==> src/rtl/datapath_seq_pkg.sv <==
// ---------------------------------------------------------------------------
// datapath_seq_pkg
// Shared types and constants for the nibble datapath sequencer.
//   seq_state_t : frame-level FSM states
//   sel_cfg_t   : every MUX/DEMUX select driven by the sequencer, packed
//   PROFILE     : select values for each of the four routing modes
// No ports (package).
// ---------------------------------------------------------------------------
package datapath_seq_pkg;

    typedef enum logic [2:0] {
        ST_IDLE,
        ST_CONFIG,
        ST_RUN,
        ST_DRAIN,
        ST_DONE
    } seq_state_t;

    typedef struct packed {
        logic [2:0] sel1;
        logic [2:0] sel2;
        logic       sel3;
        logic [1:0] sel6;
        logic [1:0] sel9;
        logic       sel11;
        logic       sel12;
        logic [2:0] sel15;
        logic       sel17;
    } sel_cfg_t;

    localparam sel_cfg_t PROF_BYPASS = '0;

    localparam sel_cfg_t PROF_TX = '{
        sel1: 3'd1, sel2: 3'd1, sel3: 1'b1, sel6: 2'd1, sel9: 2'd1,
        sel11: 1'b0, sel12: 1'b1, sel15: 3'd1, sel17: 1'b0
    };

    localparam sel_cfg_t PROF_RX = '{
        sel1: 3'd2, sel2: 3'd2, sel3: 1'b0, sel6: 2'd2, sel9: 2'd2,
        sel11: 1'b1, sel12: 1'b0, sel15: 3'd2, sel17: 1'b1
    };

    localparam sel_cfg_t PROF_LOOP = '{
        sel1: 3'd3, sel2: 3'd3, sel3: 1'b1, sel6: 2'd3, sel9: 2'd3,
        sel11: 1'b1, sel12: 1'b1, sel15: 3'd3, sel17: 1'b1
    };

    // Indexed directly by the 2-bit routing mode.
    localparam sel_cfg_t [3:0] PROFILE = {PROF_LOOP, PROF_RX, PROF_TX, PROF_BYPASS};

endpackage

==> src/rtl/seq_valid_delay.sv <==
// ---------------------------------------------------------------------------
// seq_valid_delay
// Models the datapath latency for the write strobe: a DEPTH-deep 1-bit shift
// register, so every pop reappears as a push exactly DEPTH cycles later.
//   clk     : clock
//   rst_n   : asynchronous active-low clear
//   strobe  : input-FIFO pop strobe
//   delayed : strobe delayed DEPTH cycles (output-FIFO push)
//   pending : at least one strobe still travelling through the line
// ---------------------------------------------------------------------------
module seq_valid_delay #(
    parameter int DEPTH = 3
) (
    input  logic clk,
    input  logic rst_n,
    input  logic strobe,
    output logic delayed,
    output logic pending
);

    logic [DEPTH-1:0] taps;

    // Shift written as shift-or so that DEPTH=1 needs no special case.
    always_ff @(posedge clk or negedge rst_n) begin
        if (!rst_n) begin
            taps <= '0;
        end else begin
            taps <= (taps << 1) | DEPTH'(strobe);
        end
    end

    assign delayed = taps[DEPTH-1];
    assign pending = |taps;

endmodule

==> src/rtl/datapath_sequencer.sv <==
// ---------------------------------------------------------------------------
// datapath_sequencer
// Frame controller for the nibble datapath between the input and output FIFOs.
// On start it latches a routing profile and a frame length, drives all
// MUX/DEMUX selects, pops exactly frame-length nibbles and lets the matching
// output-FIFO pushes emerge after the pipeline latency.
//
// Optional feature: define SEQ_TIMEOUT_EN to add a stall watchdog that gives up
// on the frame after TIMEOUT_CYCLES pop-less RUN cycles and raises outError.
//
// Ports
//   inClock, inReset       : clock, asynchronous active-low reset
//   inStart                : frame request (only honoured in IDLE)
//   inMode, inFrameLen     : routing profile and nibble count (0 legal)
//   inFifoEmpty            : input FIFO empty
//   inOutFifoAfull         : output FIFO cannot absorb another pipeline load
//   outReadEnable          : input-FIFO pop
//   outWriteEnable         : output-FIFO push
//   outSEL1..outSEL17      : datapath selects
//   outBusy, outDone       : frame in progress / one-cycle end-of-frame pulse
//   outError               : sticky timeout flag (0 without SEQ_TIMEOUT_EN)
// ---------------------------------------------------------------------------
module datapath_sequencer
    import datapath_seq_pkg::*;
#(
    parameter int LEN_W          = 8,
    parameter int SETTLE_CYCLES  = 2,
    parameter int PIPE_LAT       = 3,
    parameter int TIMEOUT_CYCLES = 1024
) (
    input  logic             inClock,
    input  logic             inReset,
    input  logic             inStart,
    input  logic [1:0]       inMode,
    input  logic [LEN_W-1:0] inFrameLen,
    input  logic             inFifoEmpty,
    input  logic             inOutFifoAfull,
    output logic             outReadEnable,
    output logic             outWriteEnable,
    output logic [2:0]       outSEL1,
    output logic [2:0]       outSEL2,
    output logic             outSEL3,
    output logic [1:0]       outSEL6,
    output logic [1:0]       outSEL9,
    output logic             outSEL11,
    output logic             outSEL12,
    output logic [2:0]       outSEL15,
    output logic             outSEL17,
    output logic             outBusy,
    output logic             outDone,
    output logic             outError
);

    localparam int SET_W = (SETTLE_CYCLES > 1) ? $clog2(SETTLE_CYCLES) : 1;

    seq_state_t       state;
    seq_state_t       next_state;
    sel_cfg_t         sel_reg;
    logic [LEN_W-1:0] len_reg;
    logic [LEN_W-1:0] pop_cnt;
    logic [SET_W-1:0] settle_cnt;
    logic             start_accept;
    logic             settle_last;
    logic             read_en;
    logic             write_en;
    logic             pending;
    logic             timeout_hit;
    logic             error_flag;

    assign start_accept = (state == ST_IDLE) && inStart;
    assign settle_last  = (settle_cnt == SET_W'(SETTLE_CYCLES - 1));

    // Pop whenever data is there and the output side can absorb a full
    // pipeline load; the length check keeps a frame from over-reading.
    assign read_en = (state == ST_RUN) && !inFifoEmpty && !inOutFifoAfull
                     && (pop_cnt < len_reg);

    // State register.
    always_ff @(posedge inClock or negedge inReset) begin
        if (!inReset) begin
            state <= ST_IDLE;
        end else begin
            state <= next_state;
        end
    end

    // Next-state logic.
    always_comb begin
        next_state = state;
        case (state)
            ST_IDLE: begin
                if (inStart) begin
                    next_state = ST_CONFIG;
                end
            end
            ST_CONFIG: begin
                if (settle_last) begin
                    next_state = (len_reg == '0) ? ST_DONE : ST_RUN;
                end
            end
            ST_RUN: begin
                if (read_en && (pop_cnt == len_reg - LEN_W'(1))) begin
                    next_state = ST_DRAIN;
                end else if (timeout_hit) begin
                    next_state = ST_DRAIN;
                end
            end
            ST_DRAIN: begin
                if (!pending) begin
                    next_state = ST_DONE;
                end
            end
            ST_DONE: begin
                next_state = ST_IDLE;
            end
            default: begin
                next_state = ST_IDLE;
            end
        endcase
    end

    // Frame parameters and counters. Selects are only loaded on an accepted
    // start, so they stay stable for the frame and hold the last profile in IDLE.
    always_ff @(posedge inClock or negedge inReset) begin
        if (!inReset) begin
            sel_reg    <= '0;
            len_reg    <= '0;
            pop_cnt    <= '0;
            settle_cnt <= '0;
        end else if (start_accept) begin
            sel_reg    <= PROFILE[inMode];
            len_reg    <= inFrameLen;
            pop_cnt    <= '0;
            settle_cnt <= '0;
        end else begin
            if (state == ST_CONFIG) begin
                settle_cnt <= settle_cnt + SET_W'(1);
            end
            if (read_en) begin
                pop_cnt <= pop_cnt + LEN_W'(1);
            end
        end
    end

`ifdef SEQ_TIMEOUT_EN
    localparam int STALL_W = (TIMEOUT_CYCLES > 1) ? $clog2(TIMEOUT_CYCLES) : 1;

    logic [STALL_W-1:0] stall_cnt;

    assign timeout_hit = (state == ST_RUN) && !read_en
                         && (stall_cnt == STALL_W'(TIMEOUT_CYCLES - 1));

    // Stall watchdog: counts consecutive pop-less RUN cycles. The error flag
    // survives DONE and is only cleared by the next accepted start.
    always_ff @(posedge inClock or negedge inReset) begin
        if (!inReset) begin
            stall_cnt  <= '0;
            error_flag <= 1'b0;
        end else if (start_accept) begin
            stall_cnt  <= '0;
            error_flag <= 1'b0;
        end else if (state == ST_RUN) begin
            if (read_en) begin
                stall_cnt <= '0;
            end else if (timeout_hit) begin
                stall_cnt  <= '0;
                error_flag <= 1'b1;
            end else begin
                stall_cnt <= stall_cnt + STALL_W'(1);
            end
        end
    end
`else
    assign timeout_hit = 1'b0;
    assign error_flag  = 1'b0;
`endif

    seq_valid_delay #(
        .DEPTH (PIPE_LAT)
    ) u_valid_delay (
        .clk     (inClock),
        .rst_n   (inReset),
        .strobe  (read_en),
        .delayed (write_en),
        .pending (pending)
    );

    assign outReadEnable  = read_en;
    assign outWriteEnable = write_en;
    assign outBusy        = (state != ST_IDLE);
    assign outDone        = (state == ST_DONE);
    assign outError       = error_flag;

    assign outSEL1  = sel_reg.sel1;
    assign outSEL2  = sel_reg.sel2;
    assign outSEL3  = sel_reg.sel3;
    assign outSEL6  = sel_reg.sel6;
    assign outSEL9  = sel_reg.sel9;
    assign outSEL11 = sel_reg.sel11;
    assign outSEL12 = sel_reg.sel12;
    assign outSEL15 = sel_reg.sel15;
    assign outSEL17 = sel_reg.sel17;

endmodule
==> config.mk <==
export PLATFORM = sky130hd
export DESIGN_NAME = datapath_sequencer
export DESIGN_NICKNAME = d
export VERILOG_FILES = /design/src/rtl/datapath_seq_pkg.sv /design/src/rtl/seq_valid_delay.sv /design/src/rtl/datapath_sequencer.sv
export SDC_FILE = /design/constraint.sdc
export NUM_CORES = 1
export LEC_CHECK = 0
export ABC_AREA = 1
export CAP_MARGIN = 20
export CORE_UTILIZATION = 51
export DETAILED_ROUTE_END_ITERATION = 6
export HOLD_SLACK_MARGIN = 0.12
export PLACE_DENSITY = 0.85
export SLEW_MARGIN = 20
export SYNTH_ARGS = -nofsm -noshare
export SYNTH_HDL_FRONTEND = slang
export SYNTH_HIERARCHICAL = 1
export SYNTH_SLANG_ARGS = --single-unit
==> constraint.sdc <==
create_clock -name inClock -period 2.1 [get_ports inClock]
set_input_delay 0.21 -clock inClock [delete_from_list [all_inputs] [get_ports inClock]]
set_output_delay 0.21 -clock inClock [all_outputs]
set_load 0.02 [all_outputs]
# Word-level counts from Yosys, hierarchy flattened
# Cells that the tools add are included.
[classes]
addsub = 3
multipliers = 0
n_div = 0
order_cmp = 2
eq_ne = 9
n_shift = 0
n_mux = 12
bitwise = 1
reduce_logical = 14
[op_table]
columns = ["operator", "n"]
rows = [
  ["binary-select mux 17 bit (select 2 bit)", 1],
  ["two-way mux 17 bit", 1],
  ["two-way mux 8 bit", 2],
  ["two-way mux 3 bit", 5],
  ["one-hot mux 3 bit (4 select lines)", 1],
  ["adder 8 x 1 -> 8 bit, second input constant", 1],
  ["equality test 8 bit", 1],
  ["logical NOT 8 bit", 1],
  ["less-than comparator 8 bit", 1],
  ["subtractor 8 x 1 -> 8 bit, second input constant", 1],
  ["equality test 3 x 2 -> 1 bit, second input constant", 2],
  ["!= test 2 bit, second input constant", 3],
  ["logical AND 1 bit", 5],
  ["AND reduction 4 bit", 1],
  ["nonzero test 2 bit", 2],
  ["equality test 3 x 1 -> 1 bit, second input constant", 1],
  ["equality test 3 bit, second input constant", 1],
  ["logical NOT 3 bit", 1],
  ["less-than comparator 2 x 3 -> 1 bit, second input constant", 1],
  ["bitwise OR 3 x 1 -> 3 bit", 1],
  ["nonzero test 3 bit", 1],
  ["OR reduction 3 bit", 1],
  ["logical NOT 1 bit", 2],
  ["two-way mux 1 bit", 2],
  ["other kinds (2)", 2],
]
[totals]
regBits = 40
latchBits = 0
ramBits = 0
romBits = 0
out_inout_bits = 22
wordCells = 55
memories = 0

# Depth between registers and ports, before layout
# Gate-level depths: netlist (run 1).
[logic_depth]
word_depth = 7
mapped_depth = 14
mapped_depth_nobuf = 14

# Modules after synthesis
# Netlist (run 1), hierarchy kept.
[modules_own_cells]
columns = ["mod", "n_inst", "cells_per_inst", "area_per_inst_um2", "seq_area_each_um2"]
rows = [
  ["datapath_sequencer", 1, 224, 1626.6, 550.5],
  ["seq_valid_delay", 1, 6, 86.3, 75.1],
]

# Least setup slack after synthesis (run 1)
# Ideal clock, no wire load.
[synth_timing]
path_kind = "register to register"
from = "reg len_reg[5]"
to = "reg pop_cnt[3]"
arrival_ps = 1534
setup_slack_ps = 502
stages_incl_launch_ff = 10
synth_period_minus_slack_ps = 1598
path_cell_list = "dfrtp_1 -> inv_1 -> ha_1 -> a21oi_1 -> o21a_1 -> nand3_4 -> clkinv_4 -> nand2_2 -> a21oi_1 -> o21a_1"
[synth_between]
elab_chain_cells = 3
[synth_rtl]
columns = ["item", "line_no", "text"]
rows = [
  ["from (decl)", "datapath_sequencer.sv:59", "logic [LEN_W-1:0] len_reg;"],
  ["from (signal assigned)", "datapath_sequencer.sv:132", "len_reg <= inFrameLen;"],
  ["less-than comparator 8 bit", "datapath_sequencer.sv:76", "&& (pop_cnt < len_reg);"],
  ["logical AND 1 bit", "datapath_sequencer.sv:76", ""],
  ["via outReadEnable", "datapath_sequencer.sv:38", "output logic outReadEnable,"],
  ["nonzero test 2 bit (no source line)", "--", ""],
  ["to (signal assigned)", "datapath_sequencer.sv:140", "pop_cnt <= pop_cnt + LEN_W'(1);"],
  ["to (decl)", "datapath_sequencer.sv:60", "logic [LEN_W-1:0] pop_cnt;"],
]
# The timed path passes the listed nets, and every way through them passes these cells.
# A chain may end at the register's enable or synchronous reset.

# Final worst setup path (run 1)
[layout_timing]
from = "reg len_reg[3]"
to = "out outReadEnable"
[layout_between]
elab_chain_cells = 2
[layout_rtl]
columns = ["item", "line_no"]
rows = [
  ["less-than comparator 8 bit", "datapath_sequencer.sv:76"],
  ["logical AND 1 bit", "datapath_sequencer.sv:76"],
  ["to (decl)", "datapath_sequencer.sv:38"],
]
# No other way between the ends.

==> impl_metrics.yaml, run 1 <==
critical_path:
  crit_path_end_kind: "output port"
  crit_slowest_cell: "dfrtp_1"
  worstSetupPathType: "register to output port"
  cp_cell_sequence: "inv_1, ha_1, a21oi_2, nand2_1, nand2_1, nand3_4, clkinv_4, buf_2"
  crit_arrival_ns: 1.76
  regToRegStartpoint: "len_reg[0]"
  reg2reg_depth: 14
  cpMostUsedCell: "nand2_1"
  critPathMaxFanout: 4
  max_stage_delay_ns: 0.41
  start_kind: "register"
  rrSetupSlack_ns: 0.26
  cp.required_ns: 1.89
  startpoint: "len_reg[3]"
  r2r_end: "state[0]"
placement:
  dp_slack_ns: 0.0297
  dp_hpwl_um: 2730
  gp_congestion: 0.890
  dp_cells: 300
  portBuffers: 32
floorplanning:
  pin_count: 37
  die_h_um: 60.0
  start_util_pct: 54.8
  die-area_um2: 3590
  rows: 20
  fp.dieW_um: 60.0
  core_area_um2: 3130
yosys:
  yosysWarnings: 6
  synth_edf_count: 0
  synth_top_cells_by_count: "59 x nand2_1, 28 x inv_1, 25 x dfrtp_1, 23 x nor2_1, 17 x o21ai_0"
  yosys-top-cells-area: "dfrtp_1 37%, nand2_1 13%, ha_1 7.3%"
  syn_inst: 230
  synth_top_area_share_pct: 36.5
  synth_top_area_cell: "dfrtp_1"
  ys.flop_type: "dfrtp_1"
  ys_seq_elements: 25
  syn_area_um2: 1710
  async_flop_share_pct: 100
  synthDistinctLibCells: 30
  yosysMostFrequentCell: "nand2_1"
  syn_area_per_cell_um2: 7.45
  ys_seq_area_share_pct: 36.5
pwr:
  p_leak_nw: 1.07
  swShare_pct: 47.3
  p_sw_mw: 1.29
  pwr-share-seq_pct: 29.1
  power_density_nw_per_um2: 1300
  p_comb_share_pct: 62.4
  intPower_mw: 1.44
  clockPowerShare_pct: 8.5
  irDropWorstVdd_mv: 0.650
route:
  antenna_left: 0
  drt_iter0_drc: 70
  vias_per_cell: 4.91
  drcViolationCount: 0
  first_pass_iters: 4
  routedWlPerCell_um: 11.7
  wirelength_um: 3600
  route.vias.total: 1517
sta:
  fin_ws_ns: 0.129
  setup_tns_ns: 0
  grt_setup_unrepaired: "false"
  slew_violations: 0
  final.period_utilization_pct: 93.8
  setup_viol: 0
  clock-skew-final_ns: 0.0144
  timing.final.crit_period_ns: 1.97
  hold_viol_final: 0
  fmax_ghz: 0.507
cts:
  htree_levels: 1
  cts_max_path_buffers: 2
  clk-insertion-delay-late_ns: 0.34
  root_buffer: "clkbuf_4"
  cts_hold_buf: 0
  cts_tree: "done"
  cts_buffers: 3
  clock-sinks: 25
  clkSlewWorstSetupHoldPaths_ns: 0.15
final_layout:
  seqCellArea_um2: 626
  fin_nets: 291
  drive_gt1_share_pct: 11.7
  syn_to_final_growth_pct: 22.8
  antenna_cells: 0
  stdcell_count: 309
  multiInputGateArea_um2: 853
  final_core_util_pct: 67.2
  fill_cells: 268
global_routing:
  grt_antenna_before_repair: 0
  grt_pass1_wl_um: 5870
  grt_pass1_vias: 1385
  grt-ovfl-total: 0
  track_usage_pct: 22.1
  grt_max_degree: 26
outcome:
  run_status: "finished clean"
worst_hold_path:
  hp-class: "input port to async pin"
run:
  cap_viol_max_count: 0
[final cells by class]
type                       instances  area share [%]
inverter                          29            5.41
clock buffer                       3            1.07
multi-input combinational        160            40.6
clock inverter                     1           0.238
tap                               44            2.62
timing repair buffer              47            20.3
sequential                        25            29.7
[worst max-delay path by stage]
stage / slack [ns] / endpoint / depth (start not counted)
floorplan: 0.50 / pop_cnt[3] / 9
global placement: 0.10 / outReadEnable / 7
detailed placement: 0.03 / outReadEnable / 7
CTS: 0.01 / outReadEnable / 8
global route: 0.01 / outReadEnable / 10
finish: 0.13 / outReadEnable / 8
[kinds of logic (layout without fill, tap and decap cells)]
group / count (synthesis) / after routing / share of synthesized area (%)
XOR/XNOR: 3 / 3 / 1.53
other: 1 / 4 / 0.219
buffers and inverters: 48 / 80 / 14.5
adder cells (fa/ha/maj): 10 / 10 / 7.30
AND/OR/NAND/NOR: 111 / 111 / 29.7
AO/OA/AOI/OAI: 32 / 32 / 10.2
flip-flops: 25 / 25 / 36.5
[power groups by stage]
| stage | clock (mW) | sequential, mW | combinational (mW) |
|---|---|---|---|
| 2_1_floorplan | 0 | 0.798 | 1.20 |
| 3_3_place_gp | 0 | 0.800 | 1.61 |
| 3_5_place_dp | 0 | 0.808 | 1.65 |
| 4_1_cts | 0.233 | 0.793 | 1.67 |
| 5_1_grt | 0.260 | 0.816 | 1.90 |
| 6_report | 0.232 | 0.794 | 1.70 |
[repair_timing]
item | in CTS | in global routing
endpoints found under the setup margin | 1 | 1
resized for setup | 3 | 2
buffers inserted | 1 | 4
endpoints found under the hold margin | 0 | 0
[critical path: cells and delay by family, from the launching register on]
family | cells | cell delay, ns
DFF | 1 | 0.41
adders and majority gates | 1 | 0.27
and+or+nand+nor | 3 | 0.25
AOI/OAI and AO/OA | 1 | 0.15
buffers and inverters | 3 | 0.33
[metrics by stage]
stage	hold slack [ns]	cell area, um2	power [mW]
after floorplan	-0.0856	1720	2.00
after global placement	0.360	2040	2.41
after detailed placement	0.367	2040	2.46
after CTS	0.234	2080	2.70
after global routing	0.231	2100	2.97
final	0.213	2100	2.73
[routing by layer]
metal  global-route usage [%]  share of wire, %  vias to the layer above
met5                        0                 0                        -
met4                     5.65              0.67                        0
met3                     4.98               3.2                        5
met2                     38.4                46                       33
met1                     27.5                50                      692
li1                         -                 -                      787
[cells in the final DEF, fill, tap and decap left out, drive strengths merged]
cell and count:
a21oi 9, a32o 1, buf 16, clkbuf 3, clkdlybuf4s50 31, clkinv 2, conb 4, dfrtp 25
ha 10, inv 28, nand2 62, nand3 17, nand3b 1, nand4 2, nor2 25, nor3 4
o21a 3, o21ai 18, o21bai 1, xnor2 1, xor2 2
(Power assumes the default switching activity.)
==> inputs of run 2 (changes only) <==
ABC_CLOCK_PERIOD_IN_PS = 2100   (was default)
CORE_ASPECT_RATIO = 0.6   (was default)
==> run 2 against run 1 <==
  * Routed wire length grew 3.4%
  * Die area grew 0.20%
  * Clock power rose by 22%
  * Worst hold slack improved by 0.091 ns
  * Count of clock-buffer cells in the layout up 1
  * Clock skew is 0.013 ns lower
  * Sequential share of layout area is 0.27 points higher
  * Combinational power decreased by 2%
  * Global-route usage grew 0.33 points
  * Sequential power grew 2.6%
  * Core utilization rose by 1.7 points
==> impl_metrics.yaml, run 2 (synthesis gave the netlist of run 1 again) <==
outcome:
  run_status: "finished clean"
final_layout:
  layout_commonest_cell: "nand2_1"
  layout_common_cells: "59 x nand2_1, 31 x clkdlybuf4s50_1, 28 x inv_1, 25 x dfrtp_1, 23 x nor2_1"
  antenna_cells: 0
  stdcell_count: 303
  fin_nets: 287
  syn_to_final_growth_pct: 21.7
  drive_gt1_share_pct: 9.58
sta:
  fmax_ghz: 0.523
  setup_viol: 0
  setup_tns_ns: 0
  final.period_utilization_pct: 91.0
  grt_setup_unrepaired: "false"
  slew_violations: 0
  timing.final.crit_period_ns: 1.91
  clock-skew-final_ns: 0.00143
  hold_viol_final: 0
cts:
  cts_max_path_buffers: 2
  clock-sinks: 25
  root_buffer: "clkbuf_8"
  cts_tree: "done"
  clk-insertion-delay-late_ns: 0.27
  cts_buffers: 3
  clkSlewWorstSetupHoldPaths_ns: 0.08
  htree_levels: 1
critical_path:
  crit_buf_inv: 4
  critPathMaxFanout: 4
  crit_family: "flip-flops"
  crit_path_end_kind: "output port"
  crit_slowest_cell: "dfrtp_1"
  crit_arrival_ns: 1.70
  cp.required_ns: 1.89
  cp_cell_sequence: "inv_1, ha_1, nand2_1, inv_1, nand2_1, nand2_1, nand2_1, nand3_4, clkinv_4, clkbuf_2"
  worstSetupPathType: "register to output port"
  cpMostUsedCell: "nand2_1"
  rrSetupSlack_ns: 0.26
  start_kind: "register"
  max_stage_delay_ns: 0.42
global_routing:
  grt-ovfl-total: 0
  grt_pass1_vias: 1319
  grt_pass1_wl_um: 6090
  grt_antenna_before_repair: 0
  grt_max_degree: 26
  track_usage_pct: 22.4
pwr:
  p_leak_nw: 1.06
  power_density_nw_per_um2: 1320
  irDropWorstVdd_mv: 1.04
placement:
  dp_hpwl_um: 2900
  portBuffers: 32
  gp_congestion: 0.879
  dp_cells: 299
route:
  route.vias.total: 1511
  drcViolationCount: 0
  drt_iter0_drc: 134
  vias_per_cell: 4.99
  first_pass_iters: 4
  wirelength_um: 3730
  antenna_left: 0
  routedWlPerCell_um: 12.3
floorplanning:
  rows: 15
  start_util_pct: 56.7
  pin_count: 37
  core_area_um2: 3020
  fp.dieW_um: 76.8
  die-area_um2: 3600
  die_h_um: 46.9
worst_hold_path:
  hp-class: "input port to async pin"
run:
  cap_viol_max_count: 0
-- run 2: cell types whose count changed in the layout (fill, tap and decap cells not counted) --
cell,previous run,this run
buf_4,15,11
clkbuf_4,3,0
clkbuf_1,0,1
clkbuf_8,0,3
a21oi_2,1,0
clkinv_2,1,0
a21oi_1,8,9
clkbuf_2,0,1
buf_2,1,0
-- run 2: worst reg2reg max path, stage by stage, from the launching register on --
cell,delay (ns)
dfrtp_1,0.42
inv_1,0.10
ha_1,0.30
nand2_1,0.07
inv_1,0.04
nand2_1,0.05
nand2_1,0.05
nand2_1,0.10
nand3_4,0.10
buf_4,0.16
nor3_2,0.17
nand2_1,0.07
nand2_1,0.06
nor2_1,0.05
-- run 2: path summary, 6_finish.rpt --
kind,cells past startpoint,from,end
max,10,len_reg[2],outReadEnable
min in group inClock,0,u_valid_delay/taps[1],u_valid_delay/taps[2]
max in group asynchronous,2,inReset,pop_cnt[3]
max reg2reg,13,len_reg[2],pop_cnt[6]
min reg2reg,0,u_valid_delay/taps[1],u_valid_delay/taps[2]
min,2,inReset,len_reg[0]
-- run 2: metrics by stage --
stage	power (mW)	setup slack, ns	area [um2]	util, %	hold slack (ns)
floorplan	2.00	0.502	1720	-	-0.0856
global placement	2.41	0.112	2040	67.7	0.357
detailed placement	2.46	0.0915	2040	67.7	0.368
CTS	2.76	0.0338	2090	69.1	0.317
global route	3.01	0.0578	2080	69.0	0.357
finish	2.75	0.189	2080	69.0	0.305
-- run 2: final cells by class --
type,instances,area [um2]
flip-flops and latches,25,626
well taps,42,52.6
fillers,274,937
clock buffers,4,45.0
repair buffers,43,398
inverters,29,114
multi-input cells,160,850
-- run 2: timing repair --
item / 4_1_cts / 5_1_grt
hold endpoints to repair: 0 / 0
buffers inserted: 0 / 0
hold buffers: 0 / 0
gates resized for setup: 1 / 2
setup endpoints to repair: 1 / 1
-- run 2: per-layer routing --
metal | global-route usage (%) | wire [um]
met2 | 33.4 | 1480
met3 | 4.66 | 313
met5 | 0 | 0
met4 | 1.15 | 0
met1 | 34.9 | 1940
-- run 2: where the power goes --
| group | internal, mW | total, mW | switching (mW) |
|---|---|---|---|
| combinational | 0.683 | 1.66 | 0.974 |
| sequential | 0.638 | 0.815 | 0.177 |
| clock | 0.136 | 0.283 | 0.147 |
| total | 1.46 | 2.75 | 1.30 |
==> inputs of run 3 (changes only) <==
SKIP_CTS_REPAIR_TIMING = 1   (was default)
==> run 3 against run 2 <==
  * Die area is the same
  * Core utilization rose by 0.25 points
  * Critical path depth is the same
  * Sequential power about the same
  * Register-to-register slack is essentially flat
  * First-iteration DRC count did not move
  * Via count unchanged
  * Clock skew is essentially flat
  * Non-clock buffer count is the same
  * Highest routed layer unchanged
==> impl_metrics.yaml, run 3 (synthesis gave the netlist of run 1 again) <==
placement:
  dp_slack_ns: 0.0915
  dp_hpwl_um: 2900
  gp_congestion: 0.879
  portBuffers: 32
floorplanning:
  pin_count: 37
  die-area_um2: 3600
  core_area_um2: 3020
  start_util_pct: 56.7
  fp.dieW_um: 76.8
  die_h_um: 46.9
  rows: 15
critical_path:
  crit_arrival_ns: 1.75
  startpoint: "len_reg[2]"
  cp.required_ns: 1.89
  crit_path_end_kind: "output port"
  regToRegStartpoint: "len_reg[2]"
  critPathMaxFanout: 4
  reg2reg_depth: 13
  r2r_end: "pop_cnt[6]"
  rrSetupSlack_ns: 0.26
  start_kind: "register"
  worstSetupPathType: "register to output port"
final_layout:
  fin_nets: 287
  drive_gt1_share_pct: 9.20
  fill_cells: 272
  layout_common_cells: "59 x nand2_1, 31 x clkdlybuf4s50_1, 28 x inv_1, 25 x dfrtp_1, 23 x nor2_1"
  final_core_util_pct: 69.2
  antenna_cells: 0
  syn_to_final_growth_pct: 22.1
  layout_commonest_cell: "nand2_1"
cts:
  clock-sinks: 25
  htree_levels: 1
  clk-insertion-delay-late_ns: 0.27
  root_buffer: "clkbuf_8"
  clkSlewWorstSetupHoldPaths_ns: 0.08
  cts_max_path_buffers: 2
  cts_tree: "done"
  cts_buffers: 3
sta:
  grt_setup_unrepaired: "false"
  slew_violations: 0
  hold_viol_final: 0
  fin_ws_ns: 0.135
  setup_viol: 0
  timing.final.crit_period_ns: 1.96
  fmax_ghz: 0.509
  clock-skew-final_ns: 0.00143
  final.period_utilization_pct: 93.6
  holdWs_ns: 0.305
worst_hold_path:
  hp-class: "input port to async pin"
global_routing:
  grt_max_degree: 26
  grt_pass1_vias: 1319
  grt_pass1_wl_um: 6090
  grt_antenna_before_repair: 0
  grt-ovfl-total: 0
  track_usage_pct: 22.4
route:
  antenna_left: 0
  first_pass_iters: 4
  vias_per_cell: 4.99
  drt_iter0_drc: 134
  route.vias.total: 1511
  routedWlPerCell_um: 12.3
  wirelength_um: 3730
  drcViolationCount: 0
outcome:
  run_status: "finished clean"
pwr:
  p_leak_nw: 1.08
  irDropWorstVdd_mv: 1.04
  power_density_nw_per_um2: 1320
  finalPower_mw: 2.76
run:
  cap_viol_max_count: 0
[run 3: changes by cell type in the layout (fill, tap and decap cells not counted), sizes merged]
cell	before	now
clkbuf	5	4
dlymetal6s2s	0	1
[run 3: stage by stage]
step / instance area (um2) / cells / TNS [ns]
after floorplan: 1720 / 233 / 0
after global placement: 2040 / 299 / 0
final: 2090 / 303 / 0
after detailed placement: 2040 / 299 / 0
after global routing: 2090 / 303 / 0
after CTS: 2090 / 303 / -0.237
[run 3: how the worst max path moves through the flow]
stage / to / slack [ns] / cells past startpoint
after floorplan: pop_cnt[3] / 0.50 / 9
after global placement: outReadEnable / 0.11 / 10
after detailed placement: outReadEnable / 0.09 / 7
after CTS: outReadEnable / -0.24 / 10
after global routing: state[2] / 0.06 / 14
final: outReadEnable / 0.14 / 10
[run 3: power by group]
part	switching [mW]	total (mW)	internal [mW]
clock network	0.148	0.283	0.136
registers	0.177	0.815	0.638
logic	0.974	1.66	0.685
[run 3: area by class of cell]
cell class	count	area [um2]	area share, %
Sequential cell	25	626	29.9
Inverter	29	114	5.44
Clock buffer	4	45.0	2.15
Multi-Input combinational cell	160	850	40.6
Timing Repair Buffer	43	405	19.4
Tap cell	42	52.6	2.51
[run 3: worst max-delay path, cell delays in order (launching register included)]
cell and delay (ns):
dfrtp_1 0.42, inv_1 0.10, ha_1 0.30, nand2_1 0.07
inv_1 0.04, nand2_1 0.05, nand2_1 0.05, nand2_1 0.10
nand3_4 0.10, clkinv_4 0.05, dlymetal6s2s_1 0.21
[run 3: per-layer routing]
metal / vias to the layer above / routed length, um / share of wire, % / GRT usage, %
met4: 0 / 0 / 0 / 1.15
met2: 59 / 1480 / 40 / 33.4
met3: 0 / 313 / 8.4 / 4.66
met5: - / 0 / 0 / 0
met1: 672 / 1940 / 52 / 34.9
li1: 780 / - / - / -
